## config.mk

```make
export PLATFORM = sky130hd
export DESIGN_NAME = ads5296x4_tx_emulator
export DESIGN_NICKNAME = d
export VERILOG_FILES = /design/src/rtl/ads5296x4_tx_emulator.sv
export SDC_FILE = /design/constraint.sdc
export NUM_CORES = 1
export LEC_CHECK = 0
export CORE_AREA = 2 2 195 140
export CTS_BUF_LIST = sky130_fd_sc_hd__clkbuf_4
export CTS_CLUSTER_DIAMETER = 80
export CTS_CLUSTER_SIZE = 24
export DETAILED_ROUTE_END_ITERATION = 8
export DIE_AREA = 0 0 197 142
export PLACE_DENSITY = 0.82
export SLEW_MARGIN = 5
export SYNTH_ARGS = -nofsm -noshare
export SYNTH_HDL_FRONTEND = slang
export SYNTH_SLANG_ARGS = --single-unit
```

## constraint.sdc

```tcl
create_clock -name lclk_d4 -period 3.41 [get_ports lclk_d4]
set_input_delay 0.682 -clock lclk_d4 [delete_from_list [all_inputs] [get_ports lclk_d4]]
set_output_delay 0.682 -clock lclk_d4 [all_outputs]
set_load 0.01 [all_outputs]
```

## src/rtl/ads5296x4_tx_emulator.sv

```systemverilog
// ADS5296 2-wire 10x transmit emulator: packs 5-bit frames into 4-bit OSERDES words,
// four frames per five lclk_d4 cycles, with user/ramp/fixed/deskew sample sources.
module ads5296x4_tx_emulator #(
  parameter int G_NUM_UNITS = 4
) (
  input  logic                      lclk_d4,
  input  logic                      rst,
  input  logic                      enable,
  input  logic [1:0]                mode,
  input  logic [9:0]                fixed_pattern,
  input  logic [40*G_NUM_UNITS-1:0] din,
  input  logic                      din_valid,
  output logic                      din_ready,
  output logic [32*G_NUM_UNITS-1:0] dout4b,
  output logic [3:0]                fclk4b,
  output logic                      frame_start,
  output logic [15:0]               underflow_cnt
);
  localparam int NCH = 4*G_NUM_UNITS;
  localparam int NLANE = 2*NCH;
  localparam logic [9:0] C_DESKEW = 10'h2AA;

  // phase | meaning
  // 0-3   | load one frame (fill before load = phase), emit oldest 4 bits
  // 4     | no load, flush remaining 4 bits, latch enable/mode
  logic [2:0] r_phase;
  logic [2:0] w_phase_nxt;
  logic       w_load;
  logic       w_din_ready;
  logic       w_frame_start_nxt;

  logic                   r_en;
  logic [1:0]             r_mode;
  logic [9:0]             r_ramp;
  logic [15:0]            r_uf;
  logic [NLANE-1:0][3:0]  r_acc;
  logic [3:0]             r_fclk_acc;
  logic [NLANE-1:0][3:0]  r_dout;
  logic [3:0]             r_fclk;
  logic                   r_fs;

  logic [NCH-1:0][9:0]    w_sample;
  logic [NLANE-1:0][4:0]  w_frame;
  logic [NLANE-1:0][7:0]  w_comb;
  logic [7:0]             w_fclk_comb;

  always_ff @(posedge lclk_d4) begin
    if (rst) r_phase <= 3'd0;
    else     r_phase <= w_phase_nxt;
  end

  always_comb begin
    w_phase_nxt = (r_phase == 3'd4) ? 3'd0 : r_phase + 3'd1;
  end

  always_comb begin
    w_load            = (r_phase != 3'd4);
    w_din_ready       = w_load && r_en && (r_mode == 2'd0);
    w_frame_start_nxt = (r_phase == 3'd0);
  end

  always_comb begin
    w_sample = '0;
    if (r_en) begin
      for (int c = 0; c < NCH; c++) begin
        case (r_mode)
          2'd0:    w_sample[c] = din_valid ? din[10*c +: 10] : 10'd0;
          2'd1:    w_sample[c] = r_ramp;
          2'd2:    w_sample[c] = fixed_pattern;
          default: w_sample[c] = C_DESKEW;
        endcase
      end
    end
  end

  // Frames are stored bit-reversed so that bit 0 is the first bit on the wire.
  always_comb begin
    w_frame = '0;
    for (int c = 0; c < NCH; c++) begin
      w_frame[2*c]   = {w_sample[c][5], w_sample[c][6], w_sample[c][7],
                        w_sample[c][8], w_sample[c][9]};
      w_frame[2*c+1] = {w_sample[c][0], w_sample[c][1], w_sample[c][2],
                        w_sample[c][3], w_sample[c][4]};
    end
  end

  always_comb begin
    for (int l = 0; l < NLANE; l++) begin
      w_comb[l] = {4'd0, r_acc[l]} |
                  (w_load ? ({3'd0, w_frame[l]} << r_phase[1:0]) : 8'd0);
    end
    w_fclk_comb = {4'd0, r_fclk_acc} |
                  (w_load ? (8'b0000_0111 << r_phase[1:0]) : 8'd0);
  end

  always_ff @(posedge lclk_d4) begin
    if (rst) begin
      r_acc      <= '0;
      r_dout     <= '0;
      r_fclk_acc <= 4'd0;
      r_fclk     <= 4'd0;
      r_fs       <= 1'b0;
      r_en       <= 1'b0;
      r_mode     <= 2'd0;
      r_ramp     <= 10'd0;
      r_uf       <= 16'd0;
    end else begin
      for (int l = 0; l < NLANE; l++) begin
        r_acc[l]  <= w_comb[l][7:4];
        r_dout[l] <= w_comb[l][3:0];
      end
      r_fclk_acc <= w_fclk_comb[7:4];
      r_fclk     <= w_fclk_comb[3:0];
      r_fs       <= w_frame_start_nxt;
      if (r_phase == 3'd4) begin
        r_en   <= enable;
        r_mode <= mode;
      end
      if (w_load && r_en && (r_mode == 2'd1)) r_ramp <= r_ramp + 10'd1;
      if (w_din_ready && !din_valid && (r_uf != 16'hFFFF)) r_uf <= r_uf + 16'd1;
    end
  end

  assign din_ready     = w_din_ready;
  assign dout4b        = r_dout;
  assign fclk4b        = r_fclk;
  assign frame_start   = r_fs;
  assign underflow_cnt = r_uf;

endmodule
```

==> out/qor.tcl <==
set qor(synth-seq-area-share_pct) 44.9
set qor(required_ps) 2730
set qor(synth-xor-area-share_pct) 1.20
set qor(synth_enable_flop_cells) 0
set qor(clk-insertion-delay-late_ps) 740
set qor(ff2ff_path_depth) 5
set qor(route.detailed.vias_per_inst) 6.71
set qor(postSynthAreaPerCell_sq_um) 8.84
set qor(final_util_pct) 64.3
set qor(setup_repair_after_global_routing_missed_its_margin) {no}
set qor(hold_violations) 0
set qor(p_leak_nw) 5.86
set qor(die_h_um) 142
set qor(worst_setup_path_end_kind) {output pin}
set qor(dpl_worst_slack_ps) 442
set qor(final_critical_path_setup_slack_ps) 99.7
set qor(clock_path_buffers) 3
set qor(synth-warning-count) 0
set qor(initial_core_util_pct) 50.3
set qor(critPathTopFamily) {buffers and inverters}
set qor(reg2reg_slack_ps) 510
set qor(totalWireLength_um) 54400
set qor(timing.critical_path.slowest_cell_delay_ps) 580
set qor(power_per_standard_cell_area_nw_per_um2) 347
set qor(clk_pin_slew_ps) 260
set qor(status) {completed}
set qor(worst-path-stages) 5
set qor(floorplan.die_area_sq_um) 28000
set qor(gpl.final_weighted_congestion) 0.943
set qor(finalNetCount) 1918
set qor(fin_setup_tns_ps) 0
set qor(route.antenna.remaining_nets) 0
set qor(synth_fp_nets) 1667
set qor(setup_viols_final) 0
set qor(critical_path.reg2reg.startpoint) {r_mode[0]}
set qor(criticalPathCategory) {flip-flop to output pin}
set qor(route.detailed.wl_per_inst_um) 26.1
set qor(slew_viol_final) 0
set qor(max_slew.worst_pin.slew_ps) 1130
set qor(max_freq_mhz) 302
set qor(pwr_total_mw) 5.84
set qor(cp-start-kind) {flip-flop}
set qor(cp-startpoint) {r_phase[1]}
set qor(synth_top_cell_by_area) {sky130_fd_sc_hd__dfxtp_1}
set qor(hpwl_um) 38000
set qor(worst-endpoint-arrival_ps) 2630
set qor(timing.critical_path.cells) {inv_1 > ha_2 > and2_2 > nor3_1 > clkdlybuf4s50_1}
set qor(critPathMaxFanout) 11
set qor(final-instance-count-excl-fill) 2081
set qor(rows) 50
set qor(first_pass_grt_wire_length_um) 80100
set qor(boundaryPins) 326
set qor(synth_top_area_share_pct) 44.9
set qor(grt_pass1_vias) 13292
set qor(synthAdderAreaFrac_pct) 0.476
set qor(critical_path.reg2reg.endpoint) {dout4b[55]}
set qor(maxSlewHeadroom_pct) 23.9
set qor(antenna_found_initial) 5
set qor(via_count) 13957
set qor(netlist-cell-type-count) 68
set qor(total_iterations_of_the_first_detailed_routing_run) 6
set qor(global_route.overflow_total) 0
set qor(tritoncts) {yes}
set qor(largest_family_of_logic_cells_by_synthesized_area) {compound AO/OA/AOI/OAI gates}
set qor(area.sequential_sq_um) 5910
set qor(fp.dieW_um) 197
set qor(most_frequent_standard_cell_in_the_layout_excluding_fill_and_tap_cells) {sky130_fd_sc_hd__clkdlybuf4s50_1}
set qor(post_synth_and_or_nand_nor_area_fraction_pct) 12.9
set qor(syn-instance-count) 1486
set qor(root_buffer) {sky130_fd_sc_hd__clkbuf_4}
set qor(vdd.ir_drop.worst_mv) 0.246
set qor(synth-main-ff-cell) {sky130_fd_sc_hd__dfxtp_1}
set qor(synth.area.mux_share_pct) 0.238
set qor(cap_viol_max_count) 0
set qor(crit_buf_inv) 2
set qor(drt_drc_violations_left) 0
set qor(netlist_top_cells_area) {sky130_fd_sc_hd__dfxtp_1 45%, sky130_fd_sc_hd__a21oi_1 6.2%, sky130_fd_sc_hd__nor2_1 4.0%}
set qor(cts_sinks) 295
set qor(h-tree-depth) 1
set qor(area_growth_pct) 28.0
set qor(post_route_cells_drive_above_1_share_pct) 5.81
set qor(finalWorstPathRequiredPeriod_ps) 3310
set qor(worst_path_slowest_cell) {sky130_fd_sc_hd__clkdlybuf4s50_1}
set qor(ys_seq_elements) 295
set qor(fin_skew_ps) 46.1
set qor(synth.cell_area_sq_um) 13100
set qor(hold_path_depth) 3
set qor(fillers) 2252
set qor(share_of_the_cycle_needed_by_the_critical_path_after_routing_pct) 97.1
set qor(multiInputGateArea_sq_um) 6590
set qor(global_route.usage.total_pct) 37.3
set qor(grt_max_degree) 90
set qor(compound_gate_portion_of_the_synthesized_area_pct) 35.1
set qor(io_buffer_count) 325
set qor(layout_common_cells) {323 x sky130_fd_sc_hd__clkdlybuf4s50_1, 292 x sky130_fd_sc_hd__dfxtp_1, 162 x sky130_fd_sc_hd__a21oi_1}
set qor(placeableCoreArea_sq_um) 26200
set qor(dr.first_iter.drc_count) 1829
set qor(critical_path.endpoint) {din_ready}
set qor(async_flop_share_pct) 0
set qor(cts_buffers) 16
set qor(fin_area_sq_um) 16800
set qor(finalHoldWorstSlack_ps) 376
set qor(dp.cells) 2055
set qor(cell_area_after_placement_sq_um) 16600
set qor(hold_class) {input port to flip-flop}
==> per-layer routing <==
layer | global-route usage [%] | routed length (um) | up-vias
li1 | - | - | 6048
met1 | 50.8 | 21900 | 6593
met2 | 56.2 | 23200 | 1145
met3 | 9.95 | 7120 | 169
met4 | 15.1 | 2210 | 2
met5 | 0 | 9 | -
==> cell type report <==
class / count / area share, %
well taps: 338 / 2.51
repair buffers: 373 / 21.6
inverters: 19 / 0.431
flip-flops and latches: 295 / 35.1
clock buffers: 18 / 0.803
clock inverters: 2 / 0.275
multi-input cells: 1032 / 39.1
diodes: 4 / 0.0595
==> worst min path at each step <==
stage	start	end
finish	rst	r_phase[1]
floorplan	r_fclk_acc[0]	fclk4b[0]
CTS	rst	r_phase[1]
detailed placement	r_fclk_acc[1]	fclk4b[1]
global route	rst	r_phase[1]
global placement	r_fclk_acc[0]	fclk4b[0]
==> state kept, by name, summed over array words and instances (netlist names) <==
name,cells
dout4b,128
r_acc,128
underflow_cnt,16
r_ramp,10
fclk4b,4
r_phase,3
r_fclk_acc,2
r_mode,2
frame_start,1
r_en,1
==> where the power goes <==
part | switching [mW] | internal (mW) | total, mW | leakage [nW]
clock network | 1.09 | 0.330 | 1.42 | 0.104
logic | 0.544 | 0.379 | 0.923 | 3.38
registers | 0.0143 | 3.48 | 3.50 | 2.38
total | 1.65 | 4.19 | 5.84 | 5.86
==> kinds of logic (layout without fill, tap and decap cells) <==
logic type	count (synthesis)	in the layout
fa+ha+maj	5	5
mux	3	3
other cells	0	4
simple gates	354	354
buf+inv	159	412
xor+xnor	18	18
compound gates	652	652
flops	295	295
==> synth_stat cells (6+ instances only) <==
library cell / number
sky130_fd_sc_hd__a21o_1: 43
sky130_fd_sc_hd__a21oi_1: 162
sky130_fd_sc_hd__a221o_1: 14
sky130_fd_sc_hd__a22o_1: 26
sky130_fd_sc_hd__a22oi_1: 9
sky130_fd_sc_hd__a2bb2oi_1: 30
sky130_fd_sc_hd__and2_1: 14
sky130_fd_sc_hd__and3_1: 8
sky130_fd_sc_hd__and3b_1: 6
sky130_fd_sc_hd__buf_1: 11
sky130_fd_sc_hd__buf_2: 38
sky130_fd_sc_hd__clkbuf_1: 86
sky130_fd_sc_hd__dfxtp_1: 295
sky130_fd_sc_hd__inv_1: 17
sky130_fd_sc_hd__nand2_1: 89
sky130_fd_sc_hd__nand3_1: 18
sky130_fd_sc_hd__nand3b_1: 6
sky130_fd_sc_hd__nand4_1: 10
sky130_fd_sc_hd__nor2_1: 139
sky130_fd_sc_hd__nor2b_1: 9
sky130_fd_sc_hd__nor3_1: 23
sky130_fd_sc_hd__o211ai_1: 6
sky130_fd_sc_hd__o21a_1: 30
sky130_fd_sc_hd__o21ai_0: 62
sky130_fd_sc_hd__o21bai_1: 6
sky130_fd_sc_hd__o221ai_1: 37
sky130_fd_sc_hd__o22a_1: 45
sky130_fd_sc_hd__o22ai_1: 79
sky130_fd_sc_hd__o2bb2ai_1: 57
sky130_fd_sc_hd__xnor2_1: 12
sky130_fd_sc_hd__xor2_1: 6
==> repair_timing <==
item | in CTS | in global routing
hold buffers | 0 | 0
setup buffers | 0 | 2
endpoints found under the setup margin | 1 | 1
gates resized for setup | 4 | 0
==> worst register-to-register path: cells and delay by family (launching register included) <==
kind,cells,cell delay (ps)
compound gates,2,800
buf+inv,2,730
simple gates,1,690
flops,1,570
No activity file was read; power rests on OpenSTA's default activity.
